**config.mk**
```make
export PLATFORM = sky130hd
export DESIGN_NAME = dmem_access_ctrl
export DESIGN_NICKNAME = d
export VERILOG_FILES = /design/src/rtl/dmem_access_ctrl.sv
export SDC_FILE = /design/constraint.sdc
export NUM_CORES = 1
export LEC_CHECK = 0
export ABC_AREA = 1
export BUFFER_PORTS_ARGS = -buffer_cell sky130_fd_sc_hd__buf_2
export CAP_MARGIN = 30
export CORE_MARGIN = 8
export CORE_UTILIZATION = 54
export CTS_BUF_LIST = sky130_fd_sc_hd__clkbuf_4
export CTS_CLUSTER_DIAMETER = 120
export DETAILED_ROUTE_END_ITERATION = 6
export GPL_TIMING_DRIVEN = 0
export PLACE_DENSITY = 0.88
export SETUP_SLACK_MARGIN = 0.3
export SLEW_MARGIN = 20
export SYNTH_ARGS = -nofsm -noshare
export SYNTH_HDL_FRONTEND = slang
export SYNTH_SLANG_ARGS = --single-unit
```
**constraint.sdc**
```tcl
create_clock -name clk -period 7.7 [get_ports clk]
set_clock_uncertainty 0.2 [all_clocks]
set_input_delay 0 -clock clk [delete_from_list [all_inputs] [get_ports clk]]
set_output_delay 0 -clock clk [all_outputs]
set_load 0.03 [all_outputs]
```
**src/rtl/dmem_access_ctrl.sv**
```systemverilog
`default_nettype none
// -----------------------------------------------------------------------------
// dmem_access_ctrl : load/store sequencer driving a req/ack data-memory bus
// Revision: 1.0
// -----------------------------------------------------------------------------
module dmem_access_ctrl #(
  parameter int unsigned TIMEOUT = 255
) (
  input  logic        clk,
  input  logic        reset,
  input  logic        mem_valid_in,
  input  logic        mem_write_in,
  input  logic [2:0]  funct3_in,
  input  logic [31:0] addr_in,
  input  logic [31:0] wdata_in,
  output logic        stall_out,
  output logic [31:0] rdata_out,
  output logic        rdata_valid_out,
  output logic        fault_out,
  output logic        bus_req_out,
  output logic        bus_we_out,
  output logic [31:0] bus_addr_out,
  output logic [3:0]  bus_be_out,
  output logic [31:0] bus_wdata_out,
  input  logic        bus_ack_in,
  input  logic        bus_err_in,
  input  logic [31:0] bus_rdata_in
);

  localparam logic [7:0] TIMEOUT_C = 8'(TIMEOUT);

  typedef enum logic [1:0] {
    S_IDLE  = 2'd0,
    S_REQ   = 2'd1,
    S_DONE  = 2'd2,
    S_FAULT = 2'd3
  } state_t;

  state_t      state_q;
  logic [7:0]  cnt_q;
  logic [1:0]  lane_q;
  logic        req_q;
  logic        we_q;
  logic [31:0] addr_q;
  logic [3:0]  be_q;
  logic [31:0] wdata_q;
  logic [31:0] rdata_q;

  logic        size_ok_d;
  logic        align_ok_d;
  logic        legal_d;
  logic [3:0]  be_d;
  logic [31:0] wdata_d;
  logic [31:0] rdata_d;
  logic [7:0]  cnt_d;

  // Opcode legality, alignment and lane steering for the op on the inputs.
  always_comb begin
    size_ok_d  = 1'b0;
    align_ok_d = 1'b0;
    be_d       = 4'hF;
    wdata_d    = wdata_in;
    case (funct3_in)
      3'd0, 3'd1, 3'd2: size_ok_d = 1'b1;
      3'd4, 3'd5:       size_ok_d = ~mem_write_in;
      default:          size_ok_d = 1'b0;
    endcase
    case (funct3_in[1:0])
      2'd0: begin
        align_ok_d = 1'b1;
        be_d       = 4'b0001 << addr_in[1:0];
        wdata_d    = {4{wdata_in[7:0]}};
      end
      2'd1: begin
        align_ok_d = ~addr_in[0];
        be_d       = 4'b0011 << addr_in[1:0];
        wdata_d    = {2{wdata_in[15:0]}};
      end
      2'd2: begin
        align_ok_d = (addr_in[1:0] == 2'b00);
        be_d       = 4'hF;
        wdata_d    = wdata_in;
      end
      default: begin
        align_ok_d = 1'b0;
        be_d       = 4'hF;
        wdata_d    = wdata_in;
      end
    endcase
    legal_d = size_ok_d & align_ok_d;
    rdata_d = bus_rdata_in >> {lane_q, 3'b000};
    cnt_d   = cnt_q + 8'd1;
  end

  always_ff @(posedge clk or posedge reset) begin
    if (reset) begin
      state_q <= S_IDLE;
      cnt_q   <= 8'd0;
      lane_q  <= 2'd0;
      req_q   <= 1'b0;
      we_q    <= 1'b0;
      addr_q  <= 32'd0;
      be_q    <= 4'd0;
      wdata_q <= 32'd0;
      rdata_q <= 32'd0;
    end else begin
      case (state_q)
        S_IDLE: begin
          if (mem_valid_in) begin
            if (legal_d) begin
              state_q <= S_REQ;
              cnt_q   <= 8'd0;
              lane_q  <= addr_in[1:0];
              req_q   <= 1'b1;
              we_q    <= mem_write_in;
              addr_q  <= {addr_in[31:2], 2'b00};
              be_q    <= be_d;
              wdata_q <= wdata_d;
            end else begin
              state_q <= S_FAULT;
            end
          end
        end
        S_REQ: begin
          // An ack on the final permitted cycle still counts as a completion.
          if (bus_ack_in) begin
            req_q <= 1'b0;
            if (bus_err_in) begin
              state_q <= S_FAULT;
            end else begin
              state_q <= S_DONE;
              if (!we_q) begin
                rdata_q <= rdata_d;
              end
            end
          end else if (cnt_d == TIMEOUT_C) begin
            req_q   <= 1'b0;
            state_q <= S_FAULT;
          end else begin
            cnt_q <= cnt_d;
          end
        end
        S_DONE:  state_q <= S_IDLE;
        S_FAULT: state_q <= S_IDLE;
        default: begin
          state_q <= S_IDLE;
          req_q   <= 1'b0;
        end
      endcase
    end
  end

  assign stall_out       = ~reset & (((state_q == S_IDLE) & mem_valid_in) | (state_q == S_REQ));
  assign rdata_valid_out = (state_q == S_DONE);
  assign fault_out       = (state_q == S_FAULT);
  assign rdata_out       = rdata_q;
  assign bus_req_out     = req_q;
  assign bus_we_out      = we_q;
  assign bus_addr_out    = addr_q;
  assign bus_be_out      = be_q;
  assign bus_wdata_out   = wdata_q;

endmodule
`default_nettype wire

```
## After elaboration in Yosys (flattened, before gate mapping)

Index checks and enable logic that the tools add are counted.
Widths: inputs -> output; s select.

| word-level totals | value |
|---|---|
| latch bits | 0 |
| bits in writable memories | 0 |
| input port bits | 105 |
| output and inout port bits | 105 |
| register bits | 112 |
| bits in read-only memories | 0 |
| memories kept | 0 |
| word-level logic and storage cells | 70 |

| operators by class | value |
|---|---|
| bitwise operators | 9 |
| reduce and logical (&&, ||, !) cells | 13 |
| shift-type cells | 3 |
| equal/unequal tests | 15 |
| multiplexer cells | 20 |
| multiply operators | 0 |
| divide/modulo/power cells | 0 |
| magnitude comparators | 0 |
| $add $sub $neg | 1 |

Operators by type and width:

| kind | number |
|---|---|
| $pmux 32 s2 | 1 |
| $mux 8 | 4 |
| $shr 32x5->32 | 1 |
| $pmux 8 s2 | 1 |
| $add 8x1->8 const B | 1 |
| $eq 8x8->1 const B | 1 |
| $mux 2 | 4 |
| $ne 2x2->1 const B | 4 |
| $pmux 4 s2 | 1 |
| $reduce_and 4->1 | 2 |
| $eq 2x2->1 const B | 3 |
| $eq 3x3->1 const B | 2 |
| $logic_not 2->1 | 3 |
| $pmux 2 s3 | 1 |
| $mux 1 | 5 |
| $not 1->1 | 5 |
| $reduce_and 5->1 | 1 |
| $eq 2x1->1 const B | 2 |
| $pmux 1 s2 | 2 |
| $reduce_or 2->1 | 2 |
| $shl 1x2->4 const A | 1 |
| $shl 2x2->4 const A | 1 |
| $and 1x1->1 | 3 |
| $eq 3x1->1 const B | 1 |
| 9 further kinds | 9 |

## Longest topological paths before layout

Gate-level depths: netlist of run 1.

| depth | value |
|---|---|
| depth in word-level cells | 7 |
| mapped depth | 13 |
| mapped depth without buffers | 12 |

## Least setup slack after synthesis of run 1

OpenSTA, ideal clock, no wires.

| timing | value |
|---|---|
| path type | register -> register |
| from | register cnt_q[0] |
| to | register cnt_q[3] |
| data required time | 7,374 ps |
| cell stages (with the launch flop) | 10 |
| buffers on the path | 1 |
| library setup time | 126 ps |
| data arrival time | 1,456 ps |
| slack | 5,918 ps |
| period minus slack after synthesis | 1,782 ps |
| cells stage by stage | dfrtp_1 ha_1 nand3_1 o21bai_1 nand2_1 nor2_1 nand3_1 nand2_2 buf_6 o21ai_0 |

| between the ends | value |
|---|---|
| longest elaborated chain between the ends | 4 |
| elaborated cells between the ends (all ways) | 7 |
| classes of those cells | add/sub (1); eq/ne (2); mux (3); reduce/logical (1) |

Ends and longest elaborated chain:

| what | RTL line | RTL |
|---|---|---|
| start: declaration | 40 | `logic [7:0] cnt_q;` |
| start signal: assignment | 140 | `cnt_q <= cnt_d;` |
| $add 8x1->8 (*) | 92 | `cnt_d = cnt_q + 8'd1;` |
| $eq 8x8->1 / $mux 8 (equally long branches) | 136 | `end else if (cnt_d == TIMEOUT_C) begin` |
| $ne 2x2->1 (no source line) / $mux 8 (equally long branches) | n/a |  |
| $reduce_and 5->1 (no source line) / $pmux 8 s2 (equally long branches) | n/a |  |

Every way passes the cells marked *; elsewhere a longest branch is shown, timed or not. The select of a mux whose other input is x is not followed.
A chain may end at the register's enable or synchronous reset.

## Worst setup path in the final report of run 1

| timing | value |
|---|---|
| from | register lane_q[0] |
| to | register rdata_q[4], in the netlist rdata_out[4] |

| between the ends | value |
|---|---|
| longest elaborated chain between the ends | 1 |

Ends and longest elaborated chain:

| what | RTL line | RTL |
|---|---|---|
| start: declaration | 41 | `logic [1:0] lane_q;` |
| start signal: assignment | 113 | `lane_q <= addr_in[1:0];` |
| $shr 32x5->32 | 91 | `rdata_d = bus_rdata_in >> {lane_q, 3'b000};` |
| end signal: assignment | 133 | `rdata_q <= rdata_d;` |
| end: declaration | 47 | `logic [31:0] rdata_q;` |

No other way between the ends.

==> results.tsv, run 1 <==
metric	value	unit
status	completed	
cts_tree	built	
whs_path_depth	4	
grt_pass1_vias	7014	
grt_overflow	0	
cts.reportedPaths.clkPinSlew	0.20	ns
synth-seq-cells	112	
worstHoldPathType	in -> reg	
die_area	13100	um2
htree_levels	3	
cts_buffers	9	
worst_pin_slew	0.804	ns
worst_slack	4.62	ns
path_buf_inv	5	
cts_hold_buf	149	
wl_per_cell	20.8	um
reg2reg_depth	8	
crit_path_cell_trace	buf_2, inv_1, clkbuf_1, o21ai_0, dlygate4sd3_1, o21ai_0, dlygate4sd3_1, o21ai_0	
synth_top_cell_area_share	53.4	%
syn-cell-area	5250	um2
p_leak	4.16	nW
max-clock-path-buffers	2	
slowest_delay	0.61	ns
antenna_found_initial	0	
cts_resized	0	
ant_nets	0	
syn_to_final_growth	54.4	%
initial_core_util	54.7	%
timing.critical_path.mode_cell	o21ai_0	
dp.cells	978	
die_h	115	um
dr.pass1.iters	7	
fin_cells	1144	
wl	23800	um
synth_commonest_cells	258 x nand2_1, 112 x dfrtp_1, 36 x o21ai_0	
rsz0062_at_grt	no	
cts.sinks	112	
fin_util	84.5	%
synth_edf_count	0	
avgSynthCellArea	8.24	um2
worst_path_max_delay_cell	dlygate4sd3_1	
io_buffers	206	
syn_inst	637	
ys_seq_area_share	53.4	%
cp.arrival	3.25	ns
worst-r2r-setup-slack	4.62	ns
critPathTopFamily	buffers and inverters	
crit_path_end_kind	flop	
setup_tns	0	ns
rows	36	
dieWidth	115	um
ctsRootBufferMaster	clkbuf_4	
routed_via_density	5.88	
required	7.87	ns
ir_drop	0.269	mV
place_hpwl	12700	um
yosysTopAreaCell	dfrtp_1	
finalHoldViolations	0	
ys_types	32	
yosysMostFrequentCell	nand2_1	
cp-startpoint	lane_q[0]	
grt_pass1_wl	37100	um
max_freq	325	MHz
clk_latency	0.46	ns
power_density	380	nW/um2
critPathKind	reg -> reg	
drt-initial-drc-count	907	
finalSetupViolations	0	
period_share	40.0	%
grt_max_degree	64	
path_depth	8	
via_count	6721	
min_from	addr_in[19]	
cp_max_fo	10	
nets	1112	
slew_violations	0	
r2r_end	rdata_out[4]	
place_congestion	0.891	
synthFlopType	dfrtp_1	
design.portCount	210	
post_cts_buffers	0	
drc	0	
cap_violations	0	
maxSlewHeadroom	46.2	%
yosys_warnings	0	
layout-drive-gt1-share	25.0	%
synthTopCellsByArea	dfrtp_1 53%, nand2_1 18%, o21ai_0 3.4%, nand3_1 3.1%, inv_1 2.0%	
grt.total_usage	36.4	%
dpl_worst_slack	5.66	ns
ys_async_sr_fraction	100	%
min_period	3.08	ns
critPathCapture	rdata_out[4]	
worst_setup_path_start_kind	flop	
rr_startpoint	lane_q[0]	
coreArea	9590	um2
sequential cells by signal (all words and copies together), names as in the netlist, 2 cells and up:
signal and cells:
state_q 2, bus_wdata_out 32, rdata_out 32, cnt_q 8, bus_addr_out 30, lane_q 2
bus_be_out 4
through the flow:
step	power (W)	area, um2	hold WS, ns
6_report	0.00308	8110	0.0633
5_1_grt	0.00321	8100	0.0618
4_1_cts	0.00293	8100	0.00508
3_5_place_dp	0.00247	6480	-0.0681
3_3_place_gp	0.00243	6450	-0.00722
2_1_floorplan	0.00199	5250	-0.0981
placed cells by master, fill, tap and decap left out, types with 10 or more instances in the layout:
master           n
nand2_1        258
buf_2          220
dlygate4sd3_1  149
dfrtp_1        112
o21ai_0         36
nand3_1         33
inv_1           27
nor2_1          26
o21ai_1         17
clkbuf_1        17
a21oi_1         16
o21a_1          10
logic make-up (layout without fill, tap and decap cells):
kind of cell	count (synthesis)	after routing	share of synthesized area, %
simple gates	329	329	25.2
compound gates	114	114	13.0
flops	112	112	53.4
buf+inv	70	442	6.13
mux	8	8	1.53
fa+ha+maj	2	2	0.477
other cells	1	3	0.0714
xor+xnor	1	1	0.167
worst min-delay path, stage by stage:
cell           delay [ns]
dlygate4sd3_1        0.52
buf_2                0.10
nand2_1              0.05
nand2_1              0.05
metal layers:
layer,vias up,track usage [%],wire length [um]
li1,2801,-,-
met1,3048,40.3,7910
met2,693,60.9,11400
met5,-,0,0
met4,0,19.9,1360
met3,179,11.5,3120
how the worst min path moves through the flow:
stage                                  end  slack [ns]
after floorplan                 state_q[0]        -0.1
after global placement    bus_addr_out[12]      -0.007
after detailed placement      rdata_out[8]       -0.07
after CTS                 bus_addr_out[20]       0.005
after global routing      bus_addr_out[15]        0.06
final                     bus_addr_out[19]        0.06
cell type report:
cell class	instances	area (um2)
sequential	112	2800
timing repair buffer	356	2550
multi-input combinational	456	2130
fill	474	1490
buffer	38	201
tap	133	166
inverter	32	125
clock buffer	9	67.6
clock inverter	7	62.6
antenna	1	2.50
power by group:
part	switching (W)	leakage (nW)	total, W	internal [W]
combinational	0.00117	2.69	0.00175	0.000582
sequential	0.000195	1.39	0.00104	0.000844
clock	0.000217	0.0730	0.000290	0.0000731
total	0.00158	4.16	0.00308	0.00150
No activity file was read; power rests on OpenSTA's default activity.
==> inputs of run 2 (changes only) <==
- ABC_AREA: 1 -> 0
- CORE_UTILIZATION: 54 -> 51
- PLACE_DENSITY: 0.88 -> 0.83
- clock period: 7.7 -> 3 ns (I/O delays scaled with it)
==> results.tsv, run 2 <==
metric	value	unit
layout_commonest_cell	buf_2	
min_from	funct3_in[1]	
ant_nets	0	
die_area	14000	um2
synthFlopType	dfrtp_1	
reg2reg_depth	7	
drc	0	
grt_pass1_wl	32000	um
synth_top_cell_area_share	52.5	%
yosysTopAreaCell	dfrtp_1	
wl	20300	um
worst_pin_slew	0.735	ns
cap_violations	0	
required	3.18	ns
worst_setup_path_start_kind	flop	
grt.total_usage	28.4	%
coreArea	10200	um2
hold_end	bus_wdata_out[25]	
layout-drive-gt1-share	35.3	%
finalHoldViolations	0	
ir_drop	0.522	mV
cts_buffers	9	
fill_cells	575	
cts.reportedPaths.clkPinSlew	0.20	ns
clk_latency	0.46	ns
rows	37	
avgSynthCellArea	11.1	um2
rr_startpoint	lane_q[1]	
dpl_cell_area	6610	um2
routed_via_density	5.64	
synth-seq-cells	112	
drt-initial-drc-count	660	
io_buffers	207	
htree_levels	3	
grt_max_degree	37	
ys_types	44	
antenna_found_initial	2	
grt_overflow	0	
syn_to_final_growth	50.6	%
syn_inst	480	
whs_path_depth	5	
cts.sinks	112	
cp_max_fo	10	
dr.pass1.iters	5	
nets	937	
initial_core_util	52.2	%
place_hpwl	12500	um
dp.cells	827	
crit_path_end_kind	flop	
ctsRootBufferMaster	clkbuf_4	
dpl_worst_slack	0.659	ns
synthTopCellsByArea	dfrtp_1 52%, mux2_4 11%, mux2i_1 7.5%, o21ai_0 4.7%, nand2_1 4.6%	
layout_common_cells	211 x buf_2, 127 x dlygate4sd3_1, 112 x dfrtp_1	
setup_tns	0	ns
seqCellArea	2800	um2
max_freq	382	MHz
syn-cell-area	5340	um2
die_h	118	um
yosysMostFrequentCell	dfrtp_1	
multi_input_area	2350	um2
wl_per_cell	20.9	um
power_density	948	nW/um2
design.portCount	210	
stdcell_area	8040	um2
finalSetupViolations	0	
ys_seq_area_share	52.5	%
yosys_warnings	0	
synth_edf_count	0	
max-clock-path-buffers	2	
synth_commonest_cells	112 x dfrtp_1, 65 x nand2_1, 50 x o21ai_0	
ys_async_sr_fraction	100	%
cp.arrival	2.80	ns
maxSlewHeadroom	51.0	%
worst-r2r-setup-slack	0.38	ns
fin_cells	975	
rsz0062_at_grt	no	
worst_slack	0.380	ns
place_congestion	0.983	
cts_tree	built	
worstHoldPathType	in -> reg	
r2r_end	rdata_out[2]	
via_count	5496	
slew_violations	0	
status	completed	
critPathKind	reg -> reg	
dieWidth	118	um
p_leak	4.07	nW
grt_pass1_vias	5968	
period_share	87.3	%
min_period	2.62	ns
## run 2: cell count changes after synthesis, sizes merged, moves of 14 or more
cell / previous run / this run
nand2: 260 / 65
mux2: 0 / 49
mux2i: 8 / 40
nand3: 34 / 4
inv: 31 / 7
a21oi: 16 / 30
## run 2: how the worst max path moves through the flow
stage	start	end	slack [ns]	depth (start not counted)
floorplan	cnt_q[0]	cnt_q[0]	0.89	6
global placement	cnt_q[0]	bus_req_out	0.71	6
detailed placement	lane_q[1]	rdata_out[13]	0.66	6
CTS	lane_q[1]	rdata_out[6]	0.38	6
global route	funct3_in[2]	cnt_q[7]	0.32	9
finish	lane_q[1]	rdata_out[2]	0.38	7
## run 2: where the power goes
group          internal (W)  total (W)  switching [W]
Sequential          0.00219    0.00264       0.000453
Clock              0.000193   0.000723       0.000530
Combinational       0.00158    0.00426        0.00268
Total               0.00396    0.00762        0.00367
## run 2: layout make-up
| type | instances | area share [%] |
|---|---|---|
| antenna | 4 | 0.124 |
| inverter | 7 | 0.373 |
| clock inverter | 6 | 0.638 |
| timing repair buffer | 338 | 29.5 |
| buffer | 32 | 2.15 |
| multi-input combinational | 330 | 29.3 |
| sequential | 112 | 34.9 |
| clock buffer | 10 | 0.934 |
| tap | 136 | 2.12 |
## run 2: kinds of logic (layout without fill, tap and decap cells)
logic type	Yosys count	after routing	share of synthesized area (%)
simple gates	124	124	10.2
mux	89	89	20.6
compound gates	111	111	12.1
buf+inv	39	393	3.70
fa+ha+maj	2	2	0.469
flops	112	112	52.5
xor+xnor	2	2	0.328
other cells	1	6	0.0702
## run 2: metal layers
metal | wire [um] | global-route usage (%) | share of wire, % | vias to the layer above
met5 | 0 | 0 | 0 | -
met4 | 1150 | 17.5 | 5.6 | 0
met3 | 1670 | 7.23 | 8.2 | 95
met2 | 10400 | 49.7 | 51 | 364
met1 | 7110 | 30.2 | 35 | 2662
li1 | - | - | - | 2375
## run 2: what timing repair did
item | 4_1_cts | 5_1_grt
hold endpoints to repair | 224 | 0
hold buffers | 127 | 0
gates resized for setup | 0 | 4
setup buffers | 0 | 0
setup endpoints to repair | 0 | 12
## run 2: worst max-delay path: stages (launching register included)
cell and delay, ns:
dfrtp_1 0.39, clkbuf_2 0.20, buf_2 0.27, buf_2 0.23, a211oi_1 0.27, a21oi_1 0.07
dlygate4sd3_1 0.63, mux2_2 0.28
## run 2: metrics by stage
stage / hold WS, ns / util (%) / power (W)
4_1_cts: 0.00899 / 78.3 / 0.00748
3_5_place_dp: -0.126 / 64.6 / 0.00652
5_1_grt: 0.0639 / 78.6 / 0.00799
6_report: 0.0517 / 78.6 / 0.00762
3_3_place_gp: 0.0321 / 64.1 / 0.00638
2_1_floorplan: -0.0962 / - / 0.00527
==> inputs of run 3 (changes only) <==
- CELL_PAD_IN_SITES_DETAIL_PLACEMENT: default -> 1
- CELL_PAD_IN_SITES_GLOBAL_PLACEMENT: default -> 1
- CORE_UTILIZATION: 51 -> 38
- PLACE_DENSITY: 0.83 -> default
- PLACE_DENSITY_LB_ADDON: default -> 0.1
==> results.tsv, run 3 (synthesis gave the netlist of run 2 again) <==
metric	value	unit
status	completed	
syn_to_final_growth	52.0	%
critPathCapture	rdata_out[6]	
power_density	947	nW/um2
max_freq	392	MHz
initial_core_util	38.6	%
wl_per_cell	20.3	um
grt_overflow	0	
design.portCount	210	
finalSetupViolations	0	
grt_max_degree	30	
routed_via_density	5.00	
critPathTopFamily	buffers and inverters	
reg2reg_depth	7	
path_buf_inv	4	
whs_path_depth	3	
grt_pass1_vias	5943	
cts.sinks	112	
via_count	5104	
place_congestion	0.811	
r2r_end	rdata_out[6]	
layout_common_cells	211 x buf_2, 129 x dlygate4sd3_1, 112 x dfrtp_1	
crit_path_cell_trace	clkbuf_2, buf_2, buf_2, a211oi_1, a21oi_1, dlygate4sd3_1, mux2_2	
slew_violations	0	
place_hpwl	13900	um
die_area	18100	um2
worst_pin_slew	0.749	ns
max-clock-path-buffers	2	
rows	43	
die_h	135	um
cp-startpoint	lane_q[1]	
rr_startpoint	lane_q[1]	
ir_drop	0.436	mV
grt_pass1_wl	33000	um
dieWidth	135	um
drc	0	
period_share	85.0	%
io_buffers	207	
path_depth	7	
cts_tree	built	
worstHoldPathType	in -> reg	
slowest_delay	0.59	ns
crit_path_end_kind	flop	
drt-initial-drc-count	273	
clk_latency	0.50	ns
layout_commonest_cell	buf_2	
cap_violations	0	
min_period	2.55	ns
worst_setup_path_start_kind	flop	
htree_levels	3	
wl	20700	um
coreArea	13800	um2
rsz0062_at_grt	no	
cp_max_fo	10	
antenna_found_initial	2	
layout-drive-gt1-share	35.0	%
cp.arrival	2.74	ns
ant_nets	0	
timing.critical_path.mode_cell	buf_2	
cts_buffers	9	
critPathKind	reg -> reg	
nets	939	
finalHoldViolations	0	
cts.reportedPaths.clkPinSlew	0.18	ns
worst_path_max_delay_cell	dlygate4sd3_1	
required	3.19	ns
dr.pass1.iters	4	
fin_total_pwr	0.00769	W
grt.total_usage	23.3	%
worst-r2r-setup-slack	0.45	ns
ctsRootBufferMaster	clkbuf_4	
setup_tns	0	ns
p_leak	4.07	nW
maxSlewHeadroom	50.1	%
==> run 3: layout make-up <==
cell class | instances | area, um2
fillers | 1524 | 5710
flip-flops and latches | 112 | 2800
repair buffers | 340 | 2390
multi-input cells | 330 | 2350
well taps | 180 | 225
plain buffers | 32 | 173
clock inverters | 7 | 72.6
clock buffers | 9 | 67.6
inverters | 7 | 30.0
diodes | 3 | 7.51
==> run 3: per-layer routing <==
layer	part of all wire, %	wire length [um]	GRT usage [%]
met1	39	8030	25.6
met3	5.5	1130	5.31
met2	53	10900	42.2
met5	0	0	0
met4	3.0	617	9.98
==> run 3: through the flow <==
stage / utilization [%] / area, um2 / std cells / worst slack, ns / hold slack [ns]
2_1_floorplan: - / 5350 / 481 / 0.887 / -0.0962
3_3_place_gp: 47.8 / 6610 / 868 / 0.621 / 0.0330
3_5_place_dp: 48.2 / 6670 / 871 / 0.617 / -0.0398
4_1_cts: 58.6 / 8100 / 1016 / 0.391 / 0.0260
5_1_grt: 58.7 / 8120 / 1019 / 0.353 / 0.0367
6_report: 58.7 / 8120 / 1020 / 0.451 / 0.0588
==> run 3: power breakdown <==
group / leakage (nW) / switching, W / internal, W
combinational: 2.62 / 0.00266 / 0.00162
sequential: 1.39 / 0.000434 / 0.00219
clock: 0.0618 / 0.000534 / 0.000252
==> run 3: worst min-delay path by stage <==
| stage | startpoint | end | slack [ns] |
|---|---|---|---|
| 5_1_grt | addr_in[14] | bus_addr_out[14] | 0.04 |
| 6_report | addr_in[19] | bus_addr_out[19] | 0.06 |
| 3_3_place_gp | addr_in[18] | bus_addr_out[18] | 0.03 |
| 2_1_floorplan | bus_ack_in | state_q[0] | -0.1 |
| 3_5_place_dp | reset | state_q[0] | -0.04 |
| 4_1_cts | addr_in[29] | bus_addr_out[29] | 0.03 |
==> run 3: what timing repair did <==
action	in CTS	in global routing
hold endpoints to repair	194	0
hold buffers	129	0
buffers inserted	0	0
resized for setup	0	3
endpoints found under the setup margin	0	15
==> run 3: tightest hold or removal path, cell delays in order <==
cell,delay (ns)
dlygate4sd3_1,0.52
buf_2,0.09
mux2_4,0.12
